**config.mk**
```make
export PLATFORM = sky130hd
export DESIGN_NAME = tour_cmd_sched_flat
export DESIGN_NICKNAME = d
export VERILOG_FILES = /design/src/rtl/tour_cmd_sched_pkg.sv /design/src/rtl/tour_cmd_sched_if.sv /design/src/rtl/tour_cmd_sched_move_decode.sv /design/src/rtl/tour_cmd_sched.sv /design/src/flat_wrapper.sv
export SDC_FILE = /design/constraint.sdc
export NUM_CORES = 1
export LEC_CHECK = 0
export BUFFER_PORTS_ARGS = -buffer_cell sky130_fd_sc_hd__buf_4
export CORE_MARGIN = 2
export CORE_UTILIZATION = 55
export DETAILED_ROUTE_END_ITERATION = 7
export PLACE_DENSITY = 0.81
export RECOVER_POWER = 100
export SYNTH_ARGS = -nofsm -noshare
export SYNTH_HDL_FRONTEND = slang
export SYNTH_HIERARCHICAL = 1
export SYNTH_SLANG_ARGS = --single-unit
```
**constraint.sdc**
```tcl
create_clock -name clk -period 5.3 [get_ports clk]
set_input_delay 0.265 -clock clk [delete_from_list [all_inputs] [get_ports clk]]
set_output_delay 0.265 -clock clk [all_outputs]
set_load 0.02 [all_outputs]
```
**src/rtl/tour_cmd_sched_pkg.sv**
```systemverilog
// Shared definitions for the tour command scheduler: command opcodes,
// heading constants, response codes and the scheduler state encoding.
package tour_cmd_sched_pkg;

  localparam logic [3:0] OP_MOVE         = 4'b0100;
  localparam logic [3:0] OP_MOVE_FANFARE = 4'b0101;

  localparam logic [7:0] HEAD_N = 8'h00;
  localparam logic [7:0] HEAD_W = 8'h3F;
  localparam logic [7:0] HEAD_S = 8'h7F;
  localparam logic [7:0] HEAD_E = 8'hBF;

  localparam logic [7:0] RESP_TOUR = 8'hA5;  // tour move leg finished
  localparam logic [7:0] RESP_DONE = 8'h5A;  // final tour leg / normal command

  typedef enum logic [2:0] {
    ST_IDLE,
    ST_VERT,
    ST_WAIT_V_ACK,
    ST_WAIT_V_RESP,
    ST_HORZ,
    ST_WAIT_H_ACK,
    ST_WAIT_H_RESP
  } state_e;

  // Pack a command word as {opcode, heading, squares}.
  function automatic logic [15:0] make_cmd(input logic [3:0] op,
                                           input logic [7:0] heading,
                                           input logic [3:0] squares);
    return {op, heading, squares};
  endfunction

endpackage

```
**src/rtl/tour_cmd_sched_if.sv**
```systemverilog
// Command-processor bus: the scheduler (master) presents a command with a
// valid flag; the processor (slave) acknowledges acceptance and completion.
interface tour_cmd_sched_if;
  logic [15:0] cmd;
  logic        cmd_rdy;
  logic        clr_cmd_rdy;
  logic        send_resp;
  logic [7:0]  resp;

  modport master (
    output cmd,
    output cmd_rdy,
    output resp,
    input  clr_cmd_rdy,
    input  send_resp
  );

  modport slave (
    input  cmd,
    input  cmd_rdy,
    input  resp,
    output clr_cmd_rdy,
    output send_resp
  );
endinterface

```
**src/rtl/tour_cmd_sched_move_decode.sv**
```systemverilog
// Knight-move decoder: turns a one-hot move into the vertical-leg and
// horizontal-leg commands. With several bits set, the lowest one wins;
// an all-zero move is reported as invalid (end of tour).
module tour_cmd_sched_move_decode
  import tour_cmd_sched_pkg::*;
(
  input  logic [7:0]  move,
  output logic [15:0] vert_cmd,
  output logic [15:0] horz_cmd,
  output logic        valid
);

  logic       dx_neg;
  logic       dy_neg;
  logic [3:0] dx_mag;
  logic [3:0] dy_mag;

  // Priority decode of the move bits into signed leg lengths (sign + magnitude).
  always_comb begin
    dx_neg = 1'b0;
    dy_neg = 1'b0;
    dx_mag = 4'd0;
    dy_mag = 4'd0;
    valid  = 1'b1;
    casez (move)
      8'b???????1: begin dx_neg = 1'b0; dx_mag = 4'd1; dy_neg = 1'b0; dy_mag = 4'd2; end
      8'b??????10: begin dx_neg = 1'b1; dx_mag = 4'd1; dy_neg = 1'b0; dy_mag = 4'd2; end
      8'b?????100: begin dx_neg = 1'b1; dx_mag = 4'd2; dy_neg = 1'b0; dy_mag = 4'd1; end
      8'b????1000: begin dx_neg = 1'b1; dx_mag = 4'd2; dy_neg = 1'b1; dy_mag = 4'd1; end
      8'b???10000: begin dx_neg = 1'b1; dx_mag = 4'd1; dy_neg = 1'b1; dy_mag = 4'd2; end
      8'b??100000: begin dx_neg = 1'b0; dx_mag = 4'd1; dy_neg = 1'b1; dy_mag = 4'd2; end
      8'b?1000000: begin dx_neg = 1'b0; dx_mag = 4'd2; dy_neg = 1'b1; dy_mag = 4'd1; end
      8'b10000000: begin dx_neg = 1'b0; dx_mag = 4'd2; dy_neg = 1'b0; dy_mag = 4'd1; end
      default:     valid = 1'b0;
    endcase
  end

  // Vertical leg is a plain move; horizontal leg carries the fanfare opcode.
  assign vert_cmd = make_cmd(OP_MOVE, dy_neg ? HEAD_S : HEAD_N, dy_mag);
  assign horz_cmd = make_cmd(OP_MOVE_FANFARE, dx_neg ? HEAD_W : HEAD_E, dx_mag);

endmodule

```
**src/rtl/tour_cmd_sched.sv**
```systemverilog
// Shares the command processor between the UART command path and the tour
// solver. During a tour each knight move is issued as two legs, each waiting
// for acceptance and completion; otherwise UART commands pass straight through.
module tour_cmd_sched
  import tour_cmd_sched_pkg::*;
#(
  parameter int NUM_MOVES = 24
) (
  input  logic        clk,
  input  logic        rst,
  input  logic        start_tour,
  input  logic [7:0]  move,
  output logic [4:0]  mv_indx,
  input  logic [15:0] cmd_UART,
  input  logic        cmd_rdy_UART,
  output logic        clr_cmd_rdy_UART,
  tour_cmd_sched_if.master proc
);

  localparam logic [4:0] LAST_IDX = 5'(NUM_MOVES - 1);

  state_e      state;
  state_e      state_nxt;
  logic        tour_mode;
  logic [4:0]  idx;
  logic [15:0] cmd_reg;
  logic [15:0] horz_hold;
  logic        cmd_rdy_reg;
  logic [7:0]  resp_reg;

  logic [15:0] dec_vert;
  logic [15:0] dec_horz;
  logic        dec_valid;

  logic        begin_tour;
  logic        end_tour;
  logic        load_vert;
  logic        load_horz;
  logic        drop_rdy;
  logic        next_move;
  logic        last_move;

  tour_cmd_sched_move_decode u_decode (
    .move     (move),
    .vert_cmd (dec_vert),
    .horz_cmd (dec_horz),
    .valid    (dec_valid)
  );

  assign last_move = (idx == LAST_IDX);
  assign mv_indx   = idx;

  // State register.
  always_ff @(posedge clk or posedge rst) begin
    if (rst) begin
      state <= ST_IDLE;
    end else begin
      state <= state_nxt;
    end
  end

  // Next-state logic and per-state control strobes.
  always_comb begin
    state_nxt  = state;
    begin_tour = 1'b0;
    end_tour   = 1'b0;
    load_vert  = 1'b0;
    load_horz  = 1'b0;
    drop_rdy   = 1'b0;
    next_move  = 1'b0;
    case (state)
      ST_IDLE: begin
        if (start_tour) begin
          begin_tour = 1'b1;
          state_nxt  = ST_VERT;
        end else begin
          state_nxt  = ST_IDLE;
        end
      end
      ST_VERT: begin
        if (dec_valid) begin
          load_vert = 1'b1;
          state_nxt = ST_WAIT_V_ACK;
        end else begin
          end_tour  = 1'b1;
          state_nxt = ST_IDLE;
        end
      end
      ST_WAIT_V_ACK: begin
        if (proc.clr_cmd_rdy) begin
          drop_rdy  = 1'b1;
          state_nxt = ST_WAIT_V_RESP;
        end else begin
          state_nxt = ST_WAIT_V_ACK;
        end
      end
      ST_WAIT_V_RESP: begin
        if (proc.send_resp) begin
          state_nxt = ST_HORZ;
        end else begin
          state_nxt = ST_WAIT_V_RESP;
        end
      end
      ST_HORZ: begin
        load_horz = 1'b1;
        state_nxt = ST_WAIT_H_ACK;
      end
      ST_WAIT_H_ACK: begin
        if (proc.clr_cmd_rdy) begin
          drop_rdy  = 1'b1;
          state_nxt = ST_WAIT_H_RESP;
        end else begin
          state_nxt = ST_WAIT_H_ACK;
        end
      end
      ST_WAIT_H_RESP: begin
        if (proc.send_resp) begin
          if (last_move) begin
            end_tour  = 1'b1;
            state_nxt = ST_IDLE;
          end else begin
            next_move = 1'b1;
            state_nxt = ST_VERT;
          end
        end else begin
          state_nxt = ST_WAIT_H_RESP;
        end
      end
      default: begin
        end_tour  = 1'b1;
        state_nxt = ST_IDLE;
      end
    endcase
  end

  // Tour ownership flag and move index counter.
  always_ff @(posedge clk or posedge rst) begin
    if (rst) begin
      tour_mode <= 1'b0;
      idx       <= 5'd0;
    end else if (begin_tour) begin
      tour_mode <= 1'b1;
      idx       <= 5'd0;
    end else if (end_tour) begin
      tour_mode <= 1'b0;
      idx       <= 5'd0;
    end else if (next_move) begin
      idx       <= idx + 5'd1;
    end else begin
      idx       <= idx;
    end
  end

  // Tour command register: held stable from load until the leg completes.
  // The horizontal leg is captured together with the vertical one so both
  // legs come from the same move word.
  always_ff @(posedge clk or posedge rst) begin
    if (rst) begin
      cmd_reg   <= 16'h0000;
      horz_hold <= 16'h0000;
      resp_reg  <= RESP_DONE;
    end else if (load_vert) begin
      cmd_reg   <= dec_vert;
      horz_hold <= dec_horz;
      resp_reg  <= RESP_TOUR;
    end else if (load_horz) begin
      cmd_reg   <= horz_hold;
      resp_reg  <= last_move ? RESP_DONE : RESP_TOUR;
    end else begin
      cmd_reg   <= cmd_reg;
      horz_hold <= horz_hold;
      resp_reg  <= resp_reg;
    end
  end

  // Tour command valid: raised on load, dropped on acceptance or tour end.
  always_ff @(posedge clk or posedge rst) begin
    if (rst) begin
      cmd_rdy_reg <= 1'b0;
    end else if (load_vert || load_horz) begin
      cmd_rdy_reg <= 1'b1;
    end else if (drop_rdy || end_tour) begin
      cmd_rdy_reg <= 1'b0;
    end else begin
      cmd_rdy_reg <= cmd_rdy_reg;
    end
  end

  // Output mux: zero-latency UART pass-through unless a tour owns the processor.
  always_comb begin
    proc.cmd         = cmd_UART;
    proc.cmd_rdy     = cmd_rdy_UART;
    proc.resp        = RESP_DONE;
    clr_cmd_rdy_UART = proc.clr_cmd_rdy;
    if (tour_mode) begin
      proc.cmd         = cmd_reg;
      proc.cmd_rdy     = cmd_rdy_reg;
      proc.resp        = resp_reg;
      clr_cmd_rdy_UART = 1'b0;
    end else begin
      proc.cmd         = cmd_UART;
      proc.cmd_rdy     = cmd_rdy_UART;
      proc.resp        = RESP_DONE;
      clr_cmd_rdy_UART = proc.clr_cmd_rdy;
    end
  end

endmodule

```
**src/flat_wrapper.sv**
```systemverilog
// flat-port wrapper written by rule: the top's interface ports become plain ports
module tour_cmd_sched_flat import tour_cmd_sched_pkg::*;
#(
  parameter int NUM_MOVES = 24
)
  (clk, rst, start_tour, move, mv_indx, cmd_UART, cmd_rdy_UART, clr_cmd_rdy_UART, proc_cmd, proc_cmd_rdy, proc_resp, proc_clr_cmd_rdy, proc_send_resp);
  tour_cmd_sched_if proc_i ();
  input  logic clk;
  input  logic rst;
  input  logic start_tour;
  input  logic [7:0] move;
  output logic [4:0] mv_indx;
  input  logic [15:0] cmd_UART;
  input  logic cmd_rdy_UART;
  output logic clr_cmd_rdy_UART;
  output wire logic [$bits(proc_i.cmd)-1:0] proc_cmd;
  output wire logic [$bits(proc_i.cmd_rdy)-1:0] proc_cmd_rdy;
  output wire logic [$bits(proc_i.resp)-1:0] proc_resp;
  input wire logic [$bits(proc_i.clr_cmd_rdy)-1:0] proc_clr_cmd_rdy;
  input wire logic [$bits(proc_i.send_resp)-1:0] proc_send_resp;
  assign proc_cmd = proc_i.cmd;
  assign proc_cmd_rdy = proc_i.cmd_rdy;
  assign proc_resp = proc_i.resp;
  assign proc_i.clr_cmd_rdy = proc_clr_cmd_rdy;
  assign proc_i.send_resp = proc_send_resp;
  tour_cmd_sched #(.NUM_MOVES(NUM_MOVES)) u_core (.clk(clk), .rst(rst), .start_tour(start_tour), .move(move), .mv_indx(mv_indx), .cmd_UART(cmd_UART), .cmd_rdy_UART(cmd_rdy_UART), .clr_cmd_rdy_UART(clr_cmd_rdy_UART), .proc(proc_i));
endmodule
```
==> flow_summary.yaml <==
status:
  outcome: "finished, violations left"
  violations: "capacitance limit, slew limit"
global_routing:
  antenna_found_initial: 0
  grtUsageMet2_pct: 29.73
  grt_max_degree: 45
  grt_pass1_wl_mm: 7.955
  overflow: 0
  gr-usage-all-layers_pct: 19.67
  use_met1_pct: 27.46
  first_global_vias: 1716
  grt.busiest_layer: "met2"
  met3_usage_pct: 5.249
min_path:
  hold_depth: 2
  min-delay-start: "proc_send_resp"
  min_to: "u_core/state[2]"
  hold_path.class: "in -> reg"
yosys:
  ys_seq_area_share_pct: 42.01
  async_flop_share_pct: 100.0
  synthFlopType: "dfrtp_1"
  syn_area_um2: 2624
  postSynthCellCount: 248
  ys.warnings.count: 6
  synth.avg_cell_area_um2: 10.58
  synth-edff-count: 0
  synth_seq_cells: 44
  synth_cell_types: 48
route:
  ant_nets: 0
  vias: 1782
  drt-total-wl_mm: 4.886
  wire_per_inst_um: 14.37
  drt-vias-per-instance: 5.241
  drtIter0Drc: 132
  dr.pass1.iters: 7
  drcViolationCount: 0
floorplanning:
  ios: 61
  die_x_um: 73.07
  row_count: 25
  die_area_um2: 5339
  start_util_pct: 56.30
  coreArea_um2: 4661
  die_h_um: 73.07
placement:
  gp_congestion: 0.8411
  io_buffers: 60
  dp_hpwl_mm: 3.540
power:
  leakagePower_uw: 0.001205
  power_frac_comb_pct: 43.4
  power_switching_uw: 619.5
  peakVddDrop_v: 0.0002912
  p_seq_share_pct: 40.7
  switching_share_pct: 40.27
  p_per_area_nw_per_um2: 535.0
  p_int_uw: 918.7
  power_uw: 1538
  clkPwrFrac_pct: 16.0
clock_network:
  numCtsBuffers: 5
  cts.htree.levels: 2
  cts_setup_buffers: 0
  cts_tree: "done"
  clkLatencyLatePin_ns: 0.29
  hold_buffers: 0
  cts_num_sinks: 44
  cts_root_buffer: "clkbuf_8"
  max-clock-path-buffers: 2
  clk_pin_slew_ns: 0.08
  cts-resized-gates: 0
sta:
  fin_tns_setup_ns: 0
  rsz0062_at_grt: "false"
  skew_ns: 0.006203
  min_period_ns: 2.977
  fmax_mhz: 335.9
  tightest_slew_ns: 1.620
  slew_viol_final: 45
  hold_viol_final: 0
  post-route-period-util_pct: 56.18
  setup_viol: 0
  slew_headroom_pct: -8.089
critical_path:
  r2r_cells: 3
  cp_max_fo: 34
  r2r_start: "u_core/state[0]"
  cp.arrival_ns: 3.15
  rr_endpoint: "u_core/horz_hold[10]"
  worstSetupEndpointType: "register"
  worst_setup_path_start_kind: "register"
  r2r_slack_ns: 2.32
  worstSetupPathType: "reg -> reg"
  cp.required_ns: 5.48
final_layout:
  most-common-layout-cells: "dfrtp_1, clkbuf_1, buf_4"
  syn_to_final_growth_pct: 9.585
  fin_nets: 316
  nFillCells: 437
  final_layout_size_suffix_gt1_share_pct: 21.33
  mostFrequentLayoutCell: "dfrtp_1"
  antenna_cells: 0
job:
  cap_violations: 1
[critical path, stage by stage, from the launching register on]
cell	delay, ns
dfrtp_1	0.64
nor4bb_4	0.78
clkbuf_1	1.05
mux2_1	0.39
[area by class of cell]
class | count | area [um^2] | share of cell area [%]
Multi-Input combinational cell | 169 | 1239 | 43.08
Clock buffer | 7 | 76.32 | 2.654
Timing Repair Buffer | 62 | 349.1 | 12.14
Sequential cell | 44 | 1102 | 38.34
Tap cell | 54 | 67.56 | 2.350
Inverter | 3 | 11.26 | 0.3916
Clock inverter | 1 | 30.03 | 1.044
[cell usage after synthesis (2+ instances only)]
cell type	number	area [um^2]
dfrtp_1	43	1076
buf_4	36	270.3
nand2_1	20	75.07
mux2_2	18	202.7
mux2_1	16	180.2
mux2i_1	16	160.2
o21ai_1	16	80.08
buf_2	9	45.04
nor2_1	8	30.03
nor2b_1	6	37.54
o21ai_0	6	30.03
a211oi_1	5	37.54
a21oi_1	4	20.02
and4b_1	3	30.03
clkbuf_1	3	11.26
inv_1	3	11.26
a22o_1	2	17.52
conb_1	2	7.510
nand2b_1	2	12.51
or3_1	2	12.51
[cell families (layout without fill, tap and decap cells)]
family,after synthesis,in the layout,synth area share (%)
flip-flops,44,44,42.01
buffers and inverters,53,73,13.45
AND/OR/NAND/NOR,54,54,12.16
adder cells (fa/ha/maj),2,2,0.8583
multiplexers,50,50,20.70
other,2,20,0.2862
AO/OA/AOI/OAI,43,43,10.54
[how the worst max path moves through the flow]
stage,from,to,cells after the start
final,u_core/state[0],u_core/horz_hold[10],3
after global routing,u_core/state[0],u_core/horz_hold[10],3
after CTS,u_core/state[0],u_core/horz_hold[10],3
after detailed placement,u_core/state[0],u_core/horz_hold[11],3
after global placement,move[2],u_core/horz_hold[15],6
after floorplan,u_core/mv_indx[0],u_core/mv_indx[3],5
[power groups by stage]
stage | Clock (uW) | Sequential (uW) | Combinational [uW]
6_report | 246 | 625 | 667
5_1_grt | 272 | 652 | 735
4_1_cts | 253 | 633 | 783
3_5_place_dp | 0 | 640 | 779
3_3_place_gp | 0 | 627 | 756
2_1_floorplan | 0 | 555 | 628
[per-layer routing]
layer | part of all wire (%) | vias to the layer above
li1 | - | 888
met1 | 47 | 839
met2 | 47 | 53
met3 | 5.9 | 2
met4 | 0.57 | 0
met5 | 0 | -
[per-stage QoR]
stage | utilization, % | cells | hold WS [ns] | instance area, um^2 | setup slack [ns]
global placement | 62.31 | 332 | 0.4669 | 2904 | 2.961
finish | 61.69 | 340 | 0.2892 | 2875 | 2.323
floorplan | - | 266 | 0.4347 | 2691 | 3.534
global route | 61.69 | 340 | 0.2859 | 2875 | 2.016
CTS | 64.59 | 340 | 0.2037 | 3010 | 2.881
detailed placement | 62.31 | 332 | 0.4792 | 2904 | 2.879
(Power assumes the default switching activity.)
